## src/rtl/common_defs.svh

```systemverilog
`ifndef COMMON_DEFS_SVH
`define COMMON_DEFS_SVH
`define COLOR_WIDTH 8
`define SCREEN_WIDTH 640
`define SCREEN_HEIGHT 480
`endif

```

## src/rtl/vector_pkg.sv

```systemverilog
// vector_pkg: pixel layout and byte-lane constants for packed RGB streams
`include "common_defs.svh"
package vector_pkg;
  typedef struct packed {
    logic [`COLOR_WIDTH-1:0] r;
    logic [`COLOR_WIDTH-1:0] g;
    logic [`COLOR_WIDTH-1:0] b;
  } pixel_t;
  localparam int PIX_BYTES = 3;
  localparam int WORD_BYTES = 4;
  localparam int BUF_BYTES = 6;
endpackage

```

## src/rtl/frame_pos_counter.sv

```systemverilog
// frame_pos_counter: x/y position counter with wrap at W-1 / H-1 and clear-then-advance
module frame_pos_counter #(
  parameter int W = 8,
  parameter int H = 2,
  parameter int XW = 10,
  parameter int YW = 9
) (
  input  logic          clk,
  input  logic          rst,
  input  logic          clr,
  input  logic          inc,
  output logic [XW-1:0] x,
  output logic [YW-1:0] y
);
  logic [XW-1:0] bx, nx;
  logic [YW-1:0] by, ny;
  logic wrap;
  always_comb begin
    bx = clr ? '0 : x;
    by = clr ? '0 : y;
    wrap = bx == XW'(W - 1);
    nx = inc ? (wrap ? '0 : bx + 1'b1) : bx;
    ny = inc & wrap ? (by == YW'(H - 1) ? '0 : by + 1'b1) : by;
  end
  always_ff @(posedge clk) begin
    x <= rst ? '0 : nx;
    y <= rst ? '0 : ny;
  end
endmodule

```

## src/rtl/pixel_unpacker.sv

```systemverilog
// pixel_unpacker: turns 32-bit packed RGB words (3 words = 4 pixels) into a pixel stream with framing checks
`include "common_defs.svh"
module pixel_unpacker
  import vector_pkg::*;
#(
  parameter int FRAME_W = `SCREEN_WIDTH,
  parameter int FRAME_H = `SCREEN_HEIGHT
) (
  input  logic                    out_stream_aclk,
  input  logic                    rst,
  input  logic [31:0]             in_stream_tdata,
  input  logic [3:0]              in_stream_tkeep,
  input  logic                    in_stream_tvalid,
  output logic                    in_stream_tready,
  input  logic                    in_stream_tlast,
  input  logic                    in_stream_tuser,
  output logic [`COLOR_WIDTH-1:0] r,
  output logic [`COLOR_WIDTH-1:0] g,
  output logic [`COLOR_WIDTH-1:0] b,
  output logic                    pix_valid,
  input  logic                    pix_ready,
  output logic                    pix_sof,
  output logic                    pix_eol,
  output logic [9:0]              pix_x,
  output logic [8:0]              pix_y,
  output logic                    err_sof,
  output logic                    err_eol,
  input  logic                    clr_err
);
  localparam int WPL = FRAME_W * 3 / 4;
  logic [47:0] bytes_q, shifted, bytes_d;
  logic [2:0] cnt, left, cnt_d;
  logic push, pop, resync, wsof, wlast, set_sof, set_eol, unused_keep;
  logic [9:0] wx;
  logic [8:0] wy;
  pixel_t pix;
  assign unused_keep = ^in_stream_tkeep;
  assign pix_valid = cnt >= 3'(PIX_BYTES);
  assign pop = pix_valid & pix_ready;
  assign in_stream_tready = !rst & ((cnt <= 3'(BUF_BYTES - WORD_BYTES)) | (pop & (cnt <= 3'(BUF_BYTES - 1))));
  assign push = in_stream_tvalid & in_stream_tready;
  assign wsof = wx == '0 && wy == '0;
  assign wlast = wx == 10'(WPL - 1);
  // a tuser word away from frame start restarts everything with this word as W0
  assign resync = push & in_stream_tuser & !wsof;
  assign set_sof = push & (in_stream_tuser != wsof);
  assign set_eol = push & (in_stream_tlast != (resync ? 1'b0 : wlast));
  assign pix = pixel_t'(bytes_q[23:0]);
  assign r = pix.r;
  assign g = pix.g;
  assign b = pix.b;
  assign pix_sof = pix_x == '0 && pix_y == '0;
  assign pix_eol = pix_x == 10'(FRAME_W - 1);
  always_comb begin
    shifted = pop ? bytes_q >> (8 * PIX_BYTES) : bytes_q;
    left = pop ? cnt - 3'(PIX_BYTES) : cnt;
    bytes_d = resync ? {16'b0, in_stream_tdata} : push ? shifted | ({16'b0, in_stream_tdata} << {left, 3'b000}) : shifted;
    cnt_d = resync ? 3'(WORD_BYTES) : push ? left + 3'(WORD_BYTES) : left;
  end
  always_ff @(posedge out_stream_aclk) begin
    bytes_q <= rst ? '0 : bytes_d;
    cnt <= rst ? '0 : cnt_d;
    err_sof <= rst ? 1'b0 : set_sof | (err_sof & !clr_err);
    err_eol <= rst ? 1'b0 : set_eol | (err_eol & !clr_err);
  end
  frame_pos_counter #(.W(FRAME_W), .H(FRAME_H), .XW(10), .YW(9)) u_pix_pos (
    .clk(out_stream_aclk), .rst(rst), .clr(resync), .inc(pop & !resync), .x(pix_x), .y(pix_y)
  );
  frame_pos_counter #(.W(WPL), .H(FRAME_H), .XW(10), .YW(9)) u_word_pos (
    .clk(out_stream_aclk), .rst(rst), .clr(resync), .inc(push), .x(wx), .y(wy)
  );
endmodule

```

## config.mk

```make
export PLATFORM = sky130hd
export DESIGN_NAME = pixel_unpacker
export DESIGN_NICKNAME = d
export VERILOG_FILES = /design/src/rtl/vector_pkg.sv /design/src/rtl/frame_pos_counter.sv /design/src/rtl/pixel_unpacker.sv
export VERILOG_INCLUDE_DIRS = /design/src /design/src/rtl
export SDC_FILE = /design/constraint.sdc
export NUM_CORES = 1
export LEC_CHECK = 0
export ABC_AREA = 1
export CAP_MARGIN = 40
export CORE_ASPECT_RATIO = 0.5
export CORE_UTILIZATION = 35
export CTS_CLUSTER_DIAMETER = 200
export DETAILED_ROUTE_END_ITERATION = 7
export HOLD_SLACK_MARGIN = 0.12
export SETUP_SLACK_MARGIN = 0.4
export SKIP_CTS_REPAIR_TIMING = 1
export SYNTH_ARGS = -nofsm -noshare
export SYNTH_HDL_FRONTEND = slang
export SYNTH_HIERARCHICAL = 1
export SYNTH_SLANG_ARGS = --single-unit
```

## constraint.sdc

```tcl
create_clock -name out_stream_aclk -period 7 [get_ports out_stream_aclk]
set_input_delay 2.1 -clock out_stream_aclk [delete_from_list [all_inputs] [get_ports out_stream_aclk]]
set_output_delay 2.1 -clock out_stream_aclk [all_outputs]
set_load 0.01 [all_outputs]
```

### Word-level counts from Yosys, hierarchy flattened

Index checks and enable logic that the tools add are counted.

* output and inout bits: 49
* input bits: 43
* bits in registers: 91
* word-level logic and storage cells: 75

* shifts and indexed selects: 1
* equality and inequality tests: 8
* magnitude comparators: 3
* reductions and logical operators: 11
* bitwise operators: 17
* add/sub/neg operators: 6
* mux-type cells: 19

Operator list (count)
* $mux 48: 2
* $mux 10: 6
* $mux 9: 6
* $or 48x48->48: 1
* $shl 32x6->48: 1
* $mux 32: 1
* $add 10x1->10 const B: 2
* $eq 10x10->1 const B: 2
* $eq 10x9->1 const B: 2
* $logic_not 10->1: 2
* $add 9x1->9 const B: 2
* $eq 9x9->1 const B: 2
* $logic_not 9->1: 2
* $and 1x1->1: 13
* $mux 3: 3
* $logic_not 1->1: 4
* $add 3x3->3 const B: 1
* $ge 3x2->1 const B: 1
* $le 3x2->1 const B: 1
* $le 3x3->1 const B: 1
* $or 1x1->1: 3
* $sub 3x2->3 const B: 1
* $logic_and 1x1->1: 2
* $ne 1x1->1: 2
* 2 further kinds: 2

### Logic depth before layout (Yosys ltp)

Gate-level depths: netlist of run 1.

* depth in word-level cells: 12
* mapped depth: 23
* depth with buffers taken out: 21

### By module

Netlist of run 1, hierarchy kept.

By module, submodules not included
* pixel_unpacker: instances 1, sequential area each 1061.0 µm², cells each 642, area an instance 3878.7 µm²
* frame_pos_counter (u_word_pos): instances 1, sequential area each 380.4 µm², cells each 181, area an instance 1209.9 µm²
* frame_pos_counter (u_pix_pos): instances 1, sequential area each 380.4 µm², cells each 185, area an instance 1142.3 µm²

### Least setup slack after synthesis of run 1

Ideal clock, no wire load.

* path type: input to output
* from: in pix_ready
* to: out in_stream_tready
* stages: 5
* required time: 4.900 ns
* path slack: 2.269 ns
* arrival time: 2.631 ns
* path buffers: 1
* path through: buf_2 > nand2_4 > nand2_2 > nand2_1 > inv_1

* word-level cells in the longest chain between the ends: 4

Ends and longest elaborated chain
* from (decl): RTL line pixel_unpacker.sv:21 `input logic pix_ready,`
* $and 1x1->1: RTL line pixel_unpacker.sv:39 `assign pop = pix_valid & pix_ready;`
* $and 1x1->1: RTL line pixel_unpacker.sv:40 `assign in_stream_tready = !rst & ((cnt <= 3'(BUF_BYTES - WORD_BYTES)) | (pop & (cnt <= 3'(BUF_BYTES - 1))));`
* $or 1x1->1: RTL line pixel_unpacker.sv:40
* $and 1x1->1: RTL line pixel_unpacker.sv:40
* to (decl): RTL line pixel_unpacker.sv:14 `output logic in_stream_tready,`

No other way between the ends.

### Worst setup path in the final report of run 1

Ends and elaborated chain as after synthesis.

==> qor.yml, run 1 <==
num_antenna_cells: 0
clock_skew_ns: 0.0145
yosysSeqAreaShare_pct: 29.2
synth_seq_cells: 91
clock.fmax_ghz: 0.173
synth_top_area_cell: "dfxtp_1"
layout-drive-gt1-share_pct: 8.40
portBuffers: 87
vias: 6450
ir_drop_uv: 137
antenna_found_initial: 0
die_area_mm2: 0.0184
route.detailed.drc: 0
cts_tree: "yes"
worstHoldPathType: "flop to flop"
overflow: 0
nets: 1105
final_cells: 1293
critPathMaxFanout: 19
grt_max_degree: 55
final_area_mm2: 0.00740
fin_crit_sh_pct: 82.8
synthCells: 1008
crit_path_end_kind: "output pin"
critPathKind: "input port to output pin"
initial_core_util_pct: 35.8
syn_area_mm2: 0.00623
mostFrequentLayoutCells: "nand2_1 (281), nor2_1 (156), nand3_1 (114)"
cts.clk_slew.worst_paths_ns: 0.07
firstDrtPassIters: 5
worst_pin_slew_ns: 0.854
maxSlewViolCount: 0
period_minus_slack_ns: 5.80
via_per_inst: 4.99
drtIter0Drc: 364
power_leakage_nw: 3.27
grt_pass1_wl_um: 29300
hold_slack_ns: 0.469
fin_ws_ns: 1.20
critPathLaunchType: "input port"
fp-row-count: 34
yosys_warnings: 6
cap_violations: 0
ios: 92
fillerInstances: 1814
wl_per_cell_um: 13.9
dp_hpwl_um: 12300
clockBufferDepth: 2
htreeDepth: 3
numCtsBuffers: 9
dp_cells: 1277
synth_nets: 1059
synth.top_cell.area_share_pct: 29.2
maxSlewHeadroom_pct: 43.0
pwr_density_cell_mw_per_mm2: 257
synth.area.top_cells: "dfxtp_1 (29%), nand2_1 (17%), nor2_1 (9.4%)"
ant_nets: 0
finalWirelength_um: 18000
avgSynthCellArea_um2: 6.18
die_y_um: 96.3
cp_data_arrival_time_ns: 3.70
cp.required_ns: 4.90
root_buffer: "clkbuf_16"
final_common_cell: "nand2_1"
cts.sinks: 91
post_dp_cell_area_mm2: 0.00710
tns_ns: 0
setup_viol: 0
fp.dieW_um: 191
finalHoldViolCount: 0
post-place-ws_ns: 1.19
ys_types: 40
clk_latency_ns: 0.36
rsz0062_at_grt: "false"
area_delta_synth_final_pct: 18.8
place.gp.congestion: 0.841
track_usage_pct: 20.5
grt_pass1_vias: 5981
outcome: "completed"
coreArea_mm2: 0.0174
## state kept, by name, summed over array words and instances (netlist names)
name          flops
u_word_pos/y      9
err_eol           1
cnt               3
bytes_q          48
err_sof           1
u_pix_pos/y       9
u_pix_pos/x      10
u_word_pos/x     10
## stage by stage
stage          util (%)  power (mW)
2_1_floorplan         -        1.18
3_3_place_gp       40.6        1.37
3_5_place_dp       40.8        1.40
4_1_cts            42.5        1.91
5_1_grt            42.5        2.04
6_report           42.5        1.91
## layout make-up
class	count	area, µm²	area share [%]
inverter	95	367	4.95
timing repair buffer	96	958	13.0
clock inverter	4	48.8	0.659
sequential	91	1820	24.6
clock buffer	12	256	3.47
multi-input combinational	761	3660	49.4
tap	234	293	3.96
## logic make-up after synthesis
logic type               after synthesis  share of synthesized area [%]
multiplexers                          12                           2.15
buffers and inverters                156                           12.1
AND/OR/NAND/NOR                      629                           45.0
adder cells (fa/ha/maj)                8                           1.61
AO/OA/AOI/OAI                        111                           9.80
flip-flops                            91                           29.2
XOR/XNOR                               1                          0.141
## per-layer routing
| layer | GRT usage [%] | vias to the layer above | part of all wire [%] |
|---|---|---|---|
| li1 | - | 3319 | - |
| met1 | 26.0 | 2944 | 47 |
| met2 | 35.2 | 165 | 47 |
| met3 | 4.08 | 22 | 5.1 |
| met4 | 6.33 | 0 | 1.6 |
| met5 | 0 | - | 0 |
## critical path, cell delays in order
cell,delay [ns]
clkdlybuf4s50_1,0.45
buf_4,0.28
nand2_4,0.08
nand2_2,0.09
nand2_1,0.08
inv_1,0.08
clkdlybuf4s50_1,0.53
## synth_stat cells
cell and number:
nand2_1 281, nor2_1 156, nand3_1 114, dfxtp_1 91
inv_1 84, a21oi_1 54, buf_4 27, o21ai_0 22
buf_2 18, o21bai_1 17, nor2_2 13, nor3_1 13
o21ai_1 13, clkbuf_1 12, nand4_1 12, mux2_2 11
nand2_2 11, ha_1 8, nand2_4 7, inv_2 6
nand3_2 4, nor2_4 4, nor3b_1 4, nor4_1 4
buf_6 3, clkinv_1 3, nand4_2 2, nor3_2 2
a211oi_1 1, a22oi_1 1, a31oi_1 1, buf_8 1
inv_4 1, inv_8 1, mux2i_1 1, nand3_4 1
nor2_8 1, o21a_1 1, o21ai_2 1, xnor2_1 1
## final timing paths
check             startpoint          endpoint  slack [ns]  cells after the start
setup / recovery   pix_ready  in_stream_tready        1.20                      7
hold / removal       err_sof           err_sof        0.47                      2
setup reg to reg      cnt[0]       bytes_q[34]        3.51                     15
hold reg to reg      err_sof           err_sof        0.47                      2
## power breakdown
part	total [mW]	switching (mW)	internal, mW
combinational	0.767	0.481	0.285
clock	0.516	0.219	0.296
sequential	0.622	0.0398	0.583
Note: power is estimated with default switching activity, not from simulation.
==> run 2, diff against run 1 <==
==> constraint.sdc (replaced) <==
create_clock -name out_stream_aclk -period 4.85 [get_ports out_stream_aclk]
set_input_delay 1.455 -clock out_stream_aclk [delete_from_list [all_inputs] [get_ports out_stream_aclk]]
set_output_delay 1.455 -clock out_stream_aclk [all_outputs]
set_load 0.01 [all_outputs]
==> run 2 against run 1 <==
  * Flip-flop and latch count is the same
  * Clock skew shrank 0.0024 ns
  * Combinational power grew 42%
==> qor.yml, run 2 (same netlist as run 1, synthesis figures left out) <==
place.gp.congestion: 0.822
antenna_found_initial: 0
fin_crit_sh_pct: 90.8
power_leakage_nw: 3.26
slowest_stage: "clkdlybuf4s50_1"
largest-register: "bytes_q"
cp_data_arrival_time_ns: 2.95
firstDrtPassIters: 5
r2r_slack_ns: 1.56
wl_per_cell_um: 13.9
fp-row-count: 34
die_area_mm2: 0.0184
reg_top3: "bytes_q: 48 flops, u_pix_pos/x: 10 flops, u_word_pos/x: 10 flops"
grt_max_degree: 55
crit_buf_inv: 3
reg2reg_depth: 19
cts.sinks: 91
largest_reg_flops: 48
critPathLaunchType: "input port"
rr_startpoint: "cnt[0]"
critPathKind: "input port to output pin"
route.detailed.drc: 0
numCtsBuffers: 9
dp_hpwl_um: 12500
critPathMaxFanout: 2
die_y_um: 96.3
cap_violations: 0
cts_tree: "yes"
ir_drop_uv: 205
setup_viol: 0
min_path_cells: 2
ant_nets: 0
path_cells: "clkdlybuf4s50_1 -> nor2_2 -> nand2_1 -> inv_1 -> clkdlybuf4s50_1"
portBuffers: 87
fin_ws_ns: 0.448
coreArea_mm2: 0.0174
area_delta_synth_final_pct: 18.3
post-place-ws_ns: 0.429
maxSlewViolCount: 0
layout-drive-gt1-share_pct: 8.58
grt_pass1_vias: 6032
fp.dieW_um: 191
clock_skew_ns: 0.0121
crit_path_start: "rst"
clock.fmax_ghz: 0.227
rsz0062_at_grt: "false"
clockBufferDepth: 2
final_core_util_pct: 42.4
tns_ns: 0
whs_endpoint: "bytes_q[41]"
final_common_cell: "nand2_1"
overflow: 0
worstHoldPathType: "flop to flop"
mostFrequentLayoutCells: "nand2_1 (281), nor2_1 (155), nand3_1 (114)"
hold_path.startpoint: "bytes_q[41]"
r2r-end: "u_pix_pos/y[3]"
ios: 92
cts.clk_slew.worst_paths_ns: 0.06
track_usage_pct: 20.5
pwr_density_cell_mw_per_mm2: 360
crit_family: "buffers and inverters"
maxSlewHeadroom_pct: 42.3
nets: 1108
num_antenna_cells: 0
finalWirelength_um: 18000
initial_core_util_pct: 35.8
htreeDepth: 3
grt_pass1_wl_um: 29700
crit_path_end_kind: "output pin"
drtIter0Drc: 342
clk_latency_ns: 0.35
cp_common_cell: "clkdlybuf4s50_1"
vias: 6484
cp.required_ns: 3.39
outcome: "completed"
via_per_inst: 5.01
crit_path_max_incr_delay_ns: 0.56
worst_pin_slew_ns: 0.866
root_buffer: "clkbuf_16"
period_minus_slack_ns: 4.40
finalHoldViolCount: 0
-- run 2: cell types whose count changed in the layout (fill, tap and decap cells not counted) --
cell,before,now
clkinvlp_4,0,1
bufinv_16,1,0
buf_16,1,0
nor2_2,13,14
buf_4,8,12
nor2_1,156,155
clkinv_4,1,0
clkinv_2,2,1
-- run 2: metal layers --
layer | GRT usage [%] | vias up | part of all wire (%) | wire (µm)
li1 | - | 3317 | - | -
met1 | 25.5 | 2968 | 45 | 8130
met2 | 35.7 | 175 | 47 | 8530
met3 | 4.41 | 24 | 5.5 | 980
met4 | 6.13 | 0 | 1.8 | 318
met5 | 0 | - | 0 | 0
-- run 2: through the flow --
stage               hold WS [ns]  total power, mW  area [µm²]  std cells
floorplan                  0.442             1.70        6230       1008
global placement           0.450             1.99        7100       1280
detailed placement         0.454             2.00        7100       1280
CTS                        0.464             2.68        7370       1294
global route               0.474             2.85        7370       1294
finish                     0.464             2.65        7370       1294
-- run 2: cell type report --
class / count / area [µm²]
timing repair buffer: 99 / 961
tap: 234 / 293
multi-input combinational: 761 / 3660
sequential: 91 / 1820
clock inverter: 2 / 12.5
clock buffer: 12 / 256
fill: 1829 / 10000
inverter: 95 / 367
-- run 2: report_power, final --
part / switching (mW) / total [mW] / internal (mW)
logic: 0.691 / 1.09 / 0.401
registers: 0.0588 / 0.900 / 0.841
clock network: 0.294 / 0.663 / 0.369
total: 1.04 / 2.65 / 1.61
-- run 2: worst max path at each step --
stage          cells past startpoint               end  slack [ns]
2_1_floorplan                     19   u_word_pos/y[4]        1.17
3_3_place_gp                       5  in_stream_tready        0.43
3_5_place_dp                       5  in_stream_tready        0.43
4_1_cts                            5  in_stream_tready        0.40
5_1_grt                            5  in_stream_tready        0.41
6_report                           5  in_stream_tready        0.45
-- run 2: worst min-delay path: stages (launching register included) --
cell	delay [ns]
dfxtp_1	0.31
nand2_1	0.06
a21oi_1	0.05
==> run 3, diff against run 2 <==
--- a/config.mk
+++ b/config.mk
@@ -8,11 +8,14 @@
 export LEC_CHECK = 0
 export ABC_AREA = 1
 export CAP_MARGIN = 40
+export CELL_PAD_IN_SITES_DETAIL_PLACEMENT = 1
+export CELL_PAD_IN_SITES_GLOBAL_PLACEMENT = 1
 export CORE_ASPECT_RATIO = 0.5
 export CORE_UTILIZATION = 35
 export CTS_CLUSTER_DIAMETER = 200
 export DETAILED_ROUTE_END_ITERATION = 7
 export HOLD_SLACK_MARGIN = 0.12
+export PLACE_DENSITY_LB_ADDON = 0.1
 export SETUP_SLACK_MARGIN = 0.4
 export SKIP_CTS_REPAIR_TIMING = 1
 export SYNTH_ARGS = -nofsm -noshare
==> run 3 against run 2 <==
  * Non-clock buffer count is 4 higher
  * Clock-buffer cell count is 3 lower
  * Design area up 0.42%
  * Clock power rose by 2%
  * Critical path depth unchanged
  * Largest cell class unchanged
  * Global-route usage is 2.7 points higher
  * Total power up 1.6%
  * Maximum frequency grew 1.7%
  * Sequential power about the same
  * Critical endpoint unchanged
  * Hold slack better by 0.0045 ns
  * Largest power group unchanged
==> qor.yml, run 3 (same netlist as run 1, synthesis figures left out) <==
antenna_found_initial: 0
root_buffer: "clkbuf_16"
ir_drop_uv: 207
portBuffers: 87
nets: 1112
crit_path_end_kind: "output pin"
post_dp_cell_area_mm2: 0.00712
period_minus_slack_ns: 4.33
htreeDepth: 3
maxSlewViolCount: 0
grt_pass1_wl_um: 33300
crit_family: "buffers and inverters"
track_usage_pct: 23.2
largest_reg_flops: 48
num_antenna_cells: 0
outcome: "completed"
final_cells: 1300
tns_ns: 0
crit_path_start: "rst"
ios: 92
route.detailed.drc: 0
place.gp.congestion: 0.806
cp.required_ns: 3.39
slowest_stage: "clkdlybuf4s50_1"
coreArea_mm2: 0.0174
grt_max_degree: 55
fp.dieW_um: 191
grtUsageMet2_pct: 41.9
dp_hpwl_um: 14800
firstDrtPassIters: 4
final_common_cell: "nand2_1"
hold_slack_ns: 0.468
clock_skew_ns: 0.00983
worst_pin_slew_ns: 0.758
cts.clk_slew.worst_paths_ns: 0.06
critPathLaunchType: "input port"
fin_crit_sh_pct: 89.3
power_leakage_nw: 3.27
initial_core_util_pct: 35.8
setup_viol: 0
area_delta_synth_final_pct: 18.8
fillerInstances: 2318
numCtsBuffers: 9
maxSlewHeadroom_pct: 49.4
clock.fmax_ghz: 0.231
crit_buf_inv: 3
cts_tree: "yes"
fp-row-count: 34
busiest_layer: "met2"
reg_top3: "bytes_q: 48 flops, u_pix_pos/x: 10 flops, u_word_pos/x: 10 flops"
fin_ws_ns: 0.521
pwr_density_cell_mw_per_mm2: 365
path_cells: "clkdlybuf4s50_1 -> nor2_2 -> nand2_1 -> inv_1 -> clkdlybuf4s50_1"
rsz0062_at_grt: "false"
largest-register: "bytes_q"
via_per_inst: 5.05
finalWirelength_um: 20500
rr_startpoint: "cnt[0]"
cp_data_arrival_time_ns: 2.87
grtUsageMet1_pct: 29.4
cts.sinks: 91
grtUsageMet3_pct: 3.65
die_area_mm2: 0.0184
cap_violations: 0
multiInputGateArea_mm2: 0.00366
regArea_mm2: 0.00182
vias: 6559
finalHoldViolCount: 0
cp_common_cell: "clkdlybuf4s50_1"
crit_path_max_incr_delay_ns: 0.56
final_area_mm2: 0.00740
drtIter0Drc: 176
die_y_um: 96.3
mostFrequentLayoutCells: "nand2_1 (281), nor2_1 (155), nand3_1 (114)"
clockBufferDepth: 2
dp_cells: 1283
grt_pass1_vias: 6457
clk_latency_ns: 0.36
overflow: 0
wl_per_cell_um: 15.8
ant_nets: 0
post-place-ws_ns: 0.361
layout-drive-gt1-share_pct: 9.19
hold_path.startpoint: "err_eol"
worstHoldPathType: "flop to flop"
critPathMaxFanout: 2
critPathKind: "input port to output pin"
==> run 3: cell types whose count changed in the layout (fill, tap and decap cells not counted), sizes merged <==
cell      change
buf           +4
clkbuf        -3
clkinvlp      +3
clkinv        +2
==> run 3: power breakdown <==
| part | switching (mW) | leakage [nW] | internal [mW] |
|---|---|---|---|
| registers | 0.0592 | 0.738 | 0.841 |
| clock network | 0.331 | 0.123 | 0.345 |
| logic | 0.715 | 2.41 | 0.407 |
==> run 3: worst paths after layout <==
kind                           end  slack (ns)  depth (start not counted)
setup / recovery  in_stream_tready        0.52                          5
hold / removal             err_eol        0.47                          2
setup reg to reg    u_pix_pos/y[3]        1.58                         21
hold reg to reg            err_eol        0.47                          2
==> run 3: layout make-up <==
type / instances / area share (%)
multi-input combinational: 761 / 49.4
sequential: 91 / 24.6
timing repair buffer: 103 / 13.4
inverter: 95 / 4.95
tap: 234 / 3.96
clock buffer: 9 / 3.04
clock inverter: 7 / 0.609
==> run 3: stage by stage <==
stage	power, mW	util (%)
6_report	2.70	42.5
5_1_grt	2.89	42.5
4_1_cts	2.74	42.5
3_5_place_dp	2.05	40.9
3_3_place_gp	2.02	40.9
2_1_floorplan	1.70	-
==> run 3: layer usage <==
layer  vias to the layer above  part of all wire, %
met5                         -                    0
met4                         0                 0.83
met3                        14                  4.6
met2                       114                   49
met1                      3109                   45
li1                       3322                    -
==> run 3: tightest hold or removal path, stage by stage, from the launching register on <==
cell and delay [ns]:
dfxtp_1 0.31, nand2_1 0.06, a21oi_1 0.05
